===== src/rtl/router_pkg.sv =====
// Shared MinBD router types: internal flit format, lane count default and side-buffer threshold.
package router_pkg;

  localparam int WIDTH_FLIT_INT   = 32;
  localparam int NUM_PORT_DEFAULT = 4;
  localparam int SIDE_BUF_CNT_TH  = 2;

  typedef struct packed {
    logic                        vld;
    logic [WIDTH_FLIT_INT-2:0]   payload;
  } flit_int_t;

endpackage


===== src/rtl/slot_alloc.sv =====
// Finds the two lowest-index free lanes with two cascaded lowest-set-bit priority encoders.
module slot_alloc #(
  parameter int NUM_PORT = 4,
  parameter int IDX_W    = (NUM_PORT > 1) ? $clog2(NUM_PORT) : 1
) (
  input  logic [NUM_PORT-1:0] free,
  output logic [IDX_W-1:0]    s0_idx,
  output logic                s0_found,
  output logic [IDX_W-1:0]    s1_idx,
  output logic                s1_found
);

  logic [NUM_PORT-1:0] free_rem;

  // Scanning from the top down leaves the lowest set bit as the final winner.
  always_comb begin
    s0_idx   = '0;
    s0_found = 1'b0;
    for (int i = NUM_PORT - 1; i >= 0; i--) begin
      if (free[i]) begin
        s0_idx   = IDX_W'(i);
        s0_found = 1'b1;
      end
    end
  end

  always_comb begin
    free_rem = free;
    if (s0_found) free_rem[s0_idx] = 1'b0;
    s1_idx   = '0;
    s1_found = 1'b0;
    for (int i = NUM_PORT - 1; i >= 0; i--) begin
      if (free_rem[i]) begin
        s1_idx   = IDX_W'(i);
        s1_found = 1'b1;
      end
    end
  end

endmodule


===== src/rtl/redirect_inject_stage.sv =====
// MinBD redirect/inject stage: fills free lanes from the side buffer then the core, swaps a flit out when starved.
// Optional statistics counters are enabled with the REDIRECT_STAT_EN macro.
module redirect_inject_stage
  import router_pkg::*;
#(
  parameter int NUM_PORT = NUM_PORT_DEFAULT
`ifdef REDIRECT_STAT_EN
  ,parameter int CNT_W   = 16
`endif
) (
  input  logic                     clk,
  input  logic                     n_rst,
  input  flit_int_t [NUM_PORT-1:0] din,
  input  flit_int_t                sb_head,
  input  logic                     sb_empty,
  input  logic                     sb_starve,
  input  flit_int_t                local_flit,
  input  logic                     local_vld,
  output logic                     local_gnt,
  output logic                     inject_gnt,
  output logic                     redirect_gnt,
  output flit_int_t                redirect_flit,
  output flit_int_t [NUM_PORT-1:0] dout
`ifdef REDIRECT_STAT_EN
  ,output logic [CNT_W-1:0]        redirect_cnt
  ,output logic [CNT_W-1:0]        inject_cnt
`endif
);

  localparam int IDX_W = (NUM_PORT > 1) ? $clog2(NUM_PORT) : 1;

  logic [NUM_PORT-1:0]      free;
  logic [IDX_W-1:0]         s0_idx, s1_idx, local_lane;
  logic                     s0_found, s1_found, lane_found;
  logic                     case_a;
  logic [IDX_W-1:0]         rr_ptr, rr_next;
  flit_int_t [NUM_PORT-1:0] dout_next;

  always_comb begin
    for (int i = 0; i < NUM_PORT; i++) free[i] = ~din[i].vld;
  end

  slot_alloc #(
    .NUM_PORT (NUM_PORT),
    .IDX_W    (IDX_W)
  ) u_slot_alloc (
    .free     (free),
    .s0_idx   (s0_idx),
    .s0_found (s0_found),
    .s1_idx   (s1_idx),
    .s1_found (s1_found)
  );

  // An empty side buffer has nothing to swap in, so starvation alone never forces a redirect.
  assign case_a = sb_starve & ~sb_empty & ~(|free);

  always_comb begin
    inject_gnt    = 1'b0;
    redirect_gnt  = 1'b0;
    local_gnt     = 1'b0;
    redirect_flit = '0;
    dout_next     = din;
    rr_next       = rr_ptr;
    local_lane    = s0_idx;
    lane_found    = s0_found;
    if (n_rst) begin
      if (case_a) begin
        redirect_gnt      = 1'b1;
        inject_gnt        = 1'b1;
        redirect_flit     = din[rr_ptr];
        dout_next[rr_ptr] = sb_head;
        rr_next           = (rr_ptr == IDX_W'(NUM_PORT - 1)) ? '0 : rr_ptr + 1'b1;
      end else begin
        if (!sb_empty && s0_found) begin
          inject_gnt        = 1'b1;
          dout_next[s0_idx] = sb_head;
        end
        local_lane = inject_gnt ? s1_idx   : s0_idx;
        lane_found = inject_gnt ? s1_found : s0_found;
        if (local_vld && lane_found && !sb_starve) begin
          local_gnt             = 1'b1;
          dout_next[local_lane] = local_flit;
        end
      end
    end
  end

  always_ff @(posedge clk or negedge n_rst) begin
    if (!n_rst) begin
      dout   <= '0;
      rr_ptr <= '0;
    end else begin
      dout   <= dout_next;
      rr_ptr <= rr_next;
    end
  end

`ifdef REDIRECT_STAT_EN
  // Saturating counters; inject_cnt only counts normal-path injections, not the swap half of a redirect.
  always_ff @(posedge clk or negedge n_rst) begin
    if (!n_rst) begin
      redirect_cnt <= '0;
      inject_cnt   <= '0;
    end else begin
      if (redirect_gnt && (redirect_cnt != {CNT_W{1'b1}}))
        redirect_cnt <= redirect_cnt + 1'b1;
      if (inject_gnt && !redirect_gnt && (inject_cnt != {CNT_W{1'b1}}))
        inject_cnt <= inject_cnt + 1'b1;
    end
  end
`endif

endmodule


===== config.mk =====
export PLATFORM = sky130hd
export DESIGN_NAME = redirect_inject_stage
export DESIGN_NICKNAME = d
export VERILOG_FILES = /design/src/rtl/router_pkg.sv /design/src/rtl/slot_alloc.sv /design/src/rtl/redirect_inject_stage.sv
export SDC_FILE = /design/constraint.sdc
export NUM_CORES = 1
export LEC_CHECK = 0
export ABC_AREA = 1
export BUFFER_PORTS_ARGS = -buffer_cell sky130_fd_sc_hd__buf_2
export CAP_MARGIN = 20
export CORE_MARGIN = 2
export CORE_UTILIZATION = 49
export CTS_CLUSTER_SIZE = 10
export DETAILED_ROUTE_END_ITERATION = 8
export PLACE_DENSITY = 0.77
export SETUP_SLACK_MARGIN = 0.02
export SLEW_MARGIN = 20
export SYNTH_ARGS = -nofsm -noshare
export SYNTH_HDL_FRONTEND = slang
export SYNTH_SLANG_ARGS = --single-unit

===== constraint.sdc =====
create_clock -name clk -period 2.3 [get_ports clk]
set_clock_uncertainty 0.1 [all_clocks]
set_input_delay 0.23 -clock clk [delete_from_list [all_inputs] [get_ports clk]]
set_output_delay 0.23 -clock clk [all_outputs]
set_load 0.01 [all_outputs]

==> metrics.txt <==
total power divided by cell area 540.4 nW/um^2; full die area 26490 um^2; Worst setup EP type output pin; TritonRoute pass-1 iters 6; Mapped Nets 2411; share of cells above drive strength 1 18.10%; commonest cells after routing, fill and taps aside nand2_1 (862), buf_2 (358), o21ai_0 (345); worst r2r dst dout[92]; compound-cell area share of the yosys netlist 20.27%; post-synthesis simple-gate area fraction 38.77%; Max Root-Sink Buffers 2; clock sinks 130; CP arrival 1.86 ns; Yosys cell types 24; post-DR vias/cell approximately 5.7; period utilisation layout 95.03%; gpl congestion 0.9469; TritonCTS Buffers 17; Register-to-Register Path Depth 10; status finished clean; Place WS 0.1385 ns; Syn-to-layout area delta 31.54%; RSZ-0062 raised after global routing yes; Post-Route Setup TNS 0 ns; wire length per cell 17.34 um; Final Hold Fails 0; worst path required time 1.97 ns; fmax around 460 MHz; Avg Cell Area, Syn 5.589 um^2; initial antenna violation count 0; largest family of logic cells by synthesized area simple AND/OR/NAND/NOR gates; total of max-cap violations 0; post-CTS setup buffers 0; Antenna Cells 0; Worst-Margin Slew 0.8665 ns; Reg2Reg Setup Slack 0.33 ns; register area 3258 um^2; Fill cells 2281; GRT Residual Overflow 0; setup ws final 0.1142 ns; via count between 15000 and 20000; Layout Nets ~2800; initial DRC count around 1900; Mapped Cells 2210; Worst Hold Launch din[53]; r2r startpoint rr_ptr[0]; Detail Placement HPWL 32.73 mm; Slew Limit Fails 0; final setup fails 0; Ports 360; hold path depth 3; synth top area cells dfrtp_1 (26%), nand2_1 (26%), o21ai_0 (14%); Max VDD drop 0.0004041 V; Skew-Pair Late Insertion Delay roughly 0.42 ns; Cell Area, Synth 12350 um^2; Antenna Nets Post-Route 0; initial core utilization 49.47%; WHS Endpoint dout[53]; # rows 58; slew margin rel. ~42%; leakage between 9 and 10 nW; top-area cell type share of the netlist area 26.34%; XOR/XNOR Fraction of Synth Area 0%; post-synth top area cell dfrtp_1; vias in the first global route 15540; Hold WS 0.02513 ns; Overall Global Routing Usage 37.56%; die width roughly 160 um; Reg clk slew, reported paths around 0.06 ns; most common cell after layout, fill and taps aside nand2_1; post-synthesis mux area share 0%; final WL roughly 51 mm; Die Span Y 162.8 um; PortBufs 359; Multi-input gate area 7386 um^2; Max FO, Critical Path 13; core area ~25000 um^2; first-pass GRT wire length between 70 and 80 mm; Yosys warning total 0; critical path class primary input to output pin; CTS tree built; sequential share of the synthesized area a little over a quarter; H-tree levels 4; Worst Hold Class primary input to register; final critical-path required period 2.186 ns; Yosys reg bits 130; largest net degree at the start of global routing between 100 and 150; adder-cell share of the synthesized area 0.4052%; drt drc 0; Root Buffer Master clkbuf_16; Startpoint Class primary input
-- cell type report --
type / instances / area share, %
Inverter: 267 / 6.215
Timing Repair Buffer: 533 / 21.98
Tap cell: 330 / 2.542
Sequential cell: 130 / 20.06
Multi-Input combinational cell: 1634 / 45.46
Clock buffer: 19 / 2.665
Clock inverter: 13 / 1.078
-- worst max-delay path, cell delays in order --
cell           delay, ns
dlygate4sd3_1       0.54
clkbuf_8            0.17
inv_4               0.10
nor2_4              0.14
inv_1               0.11
buf_4               0.21
a21oi_1             0.18
buf_2               0.16
-- worst max path at each step --
stage          slack [ns]                end  cells past startpoint      start
6_report             0.11  redirect_flit[29]                      8      n_rst
5_1_grt              0.01  redirect_flit[15]                      8      n_rst
4_1_cts              0.03  redirect_flit[31]                      6      n_rst
3_5_place_dp         0.14           dout[33]                     13    din[31]
3_3_place_gp         0.16          dout[102]                     13    din[31]
2_1_floorplan        0.11           dout[23]                     12  rr_ptr[1]
-- Yosys cell counts (all sizes together) --
master,instances
a21oi,65
a31oi,1
buf,60
clkbuf,119
clkinv,1
dfrtp,130
ha,4
inv,266
nand2,866
nand3,198
nand4,67
nor2,15
nor3,2
o211ai,34
o21ai,380
o21bai,2
-- cell families (layout without fill, tap and decap cells) --
logic type / after synthesis / count (layout)
DFF: 130 / 130
and+or+nand+nor: 1148 / 1148
buffers and inverters: 446 / 832
AOI/OAI and AO/OA: 482 / 482
adders and majority gates: 4 / 4
-- through the flow --
step	utilization, %	cells	cell area, um^2	total power [W]
floorplan	-	2210	12350	0.004458
CTS	65.05	2926	16240	0.008733
finish	65.08	2926	16250	0.008779
global placement	57.72	2772	14410	0.005605
global route	65.08	2926	16250	0.009277
detailed placement	57.72	2772	14410	0.005661
-- report_power, final --
group | switching (W) | internal [W] | leakage, nW
clock network | 0.00117 | 0.00173 | 0.294
registers | 0.000108 | 0.00251 | 1.56
logic | 0.00211 | 0.00115 | 7.33
-- metal layers --
| metal | routed length, um | track usage [%] | share of wire, % | vias to the layer above |
|---|---|---|---|---|
| met5 | 0 | 0 | 0 | - |
| met3 | 5677 | 6.875 | 11 | 184 |
| met1 | 18880 | 46.26 | 37 | 7560 |
| met4 | 2444 | 20.84 | 4.8 | 0 |
| li1 | - | - | - | 7822 |
| met2 | 23750 | 62.08 | 47 | 1178 |
-- state kept, by name (all words and copies together) (netlist names) --
name,flops
dout,128
rr_ptr,2
-- what timing repair did --
item | CTS | global route
hold buffers | 122 | 0
hold endpoints to repair | 251 | 0
resized for setup | 0 | 2
endpoints found under the setup margin | 0 | 4
(Power assumes the default switching activity.)
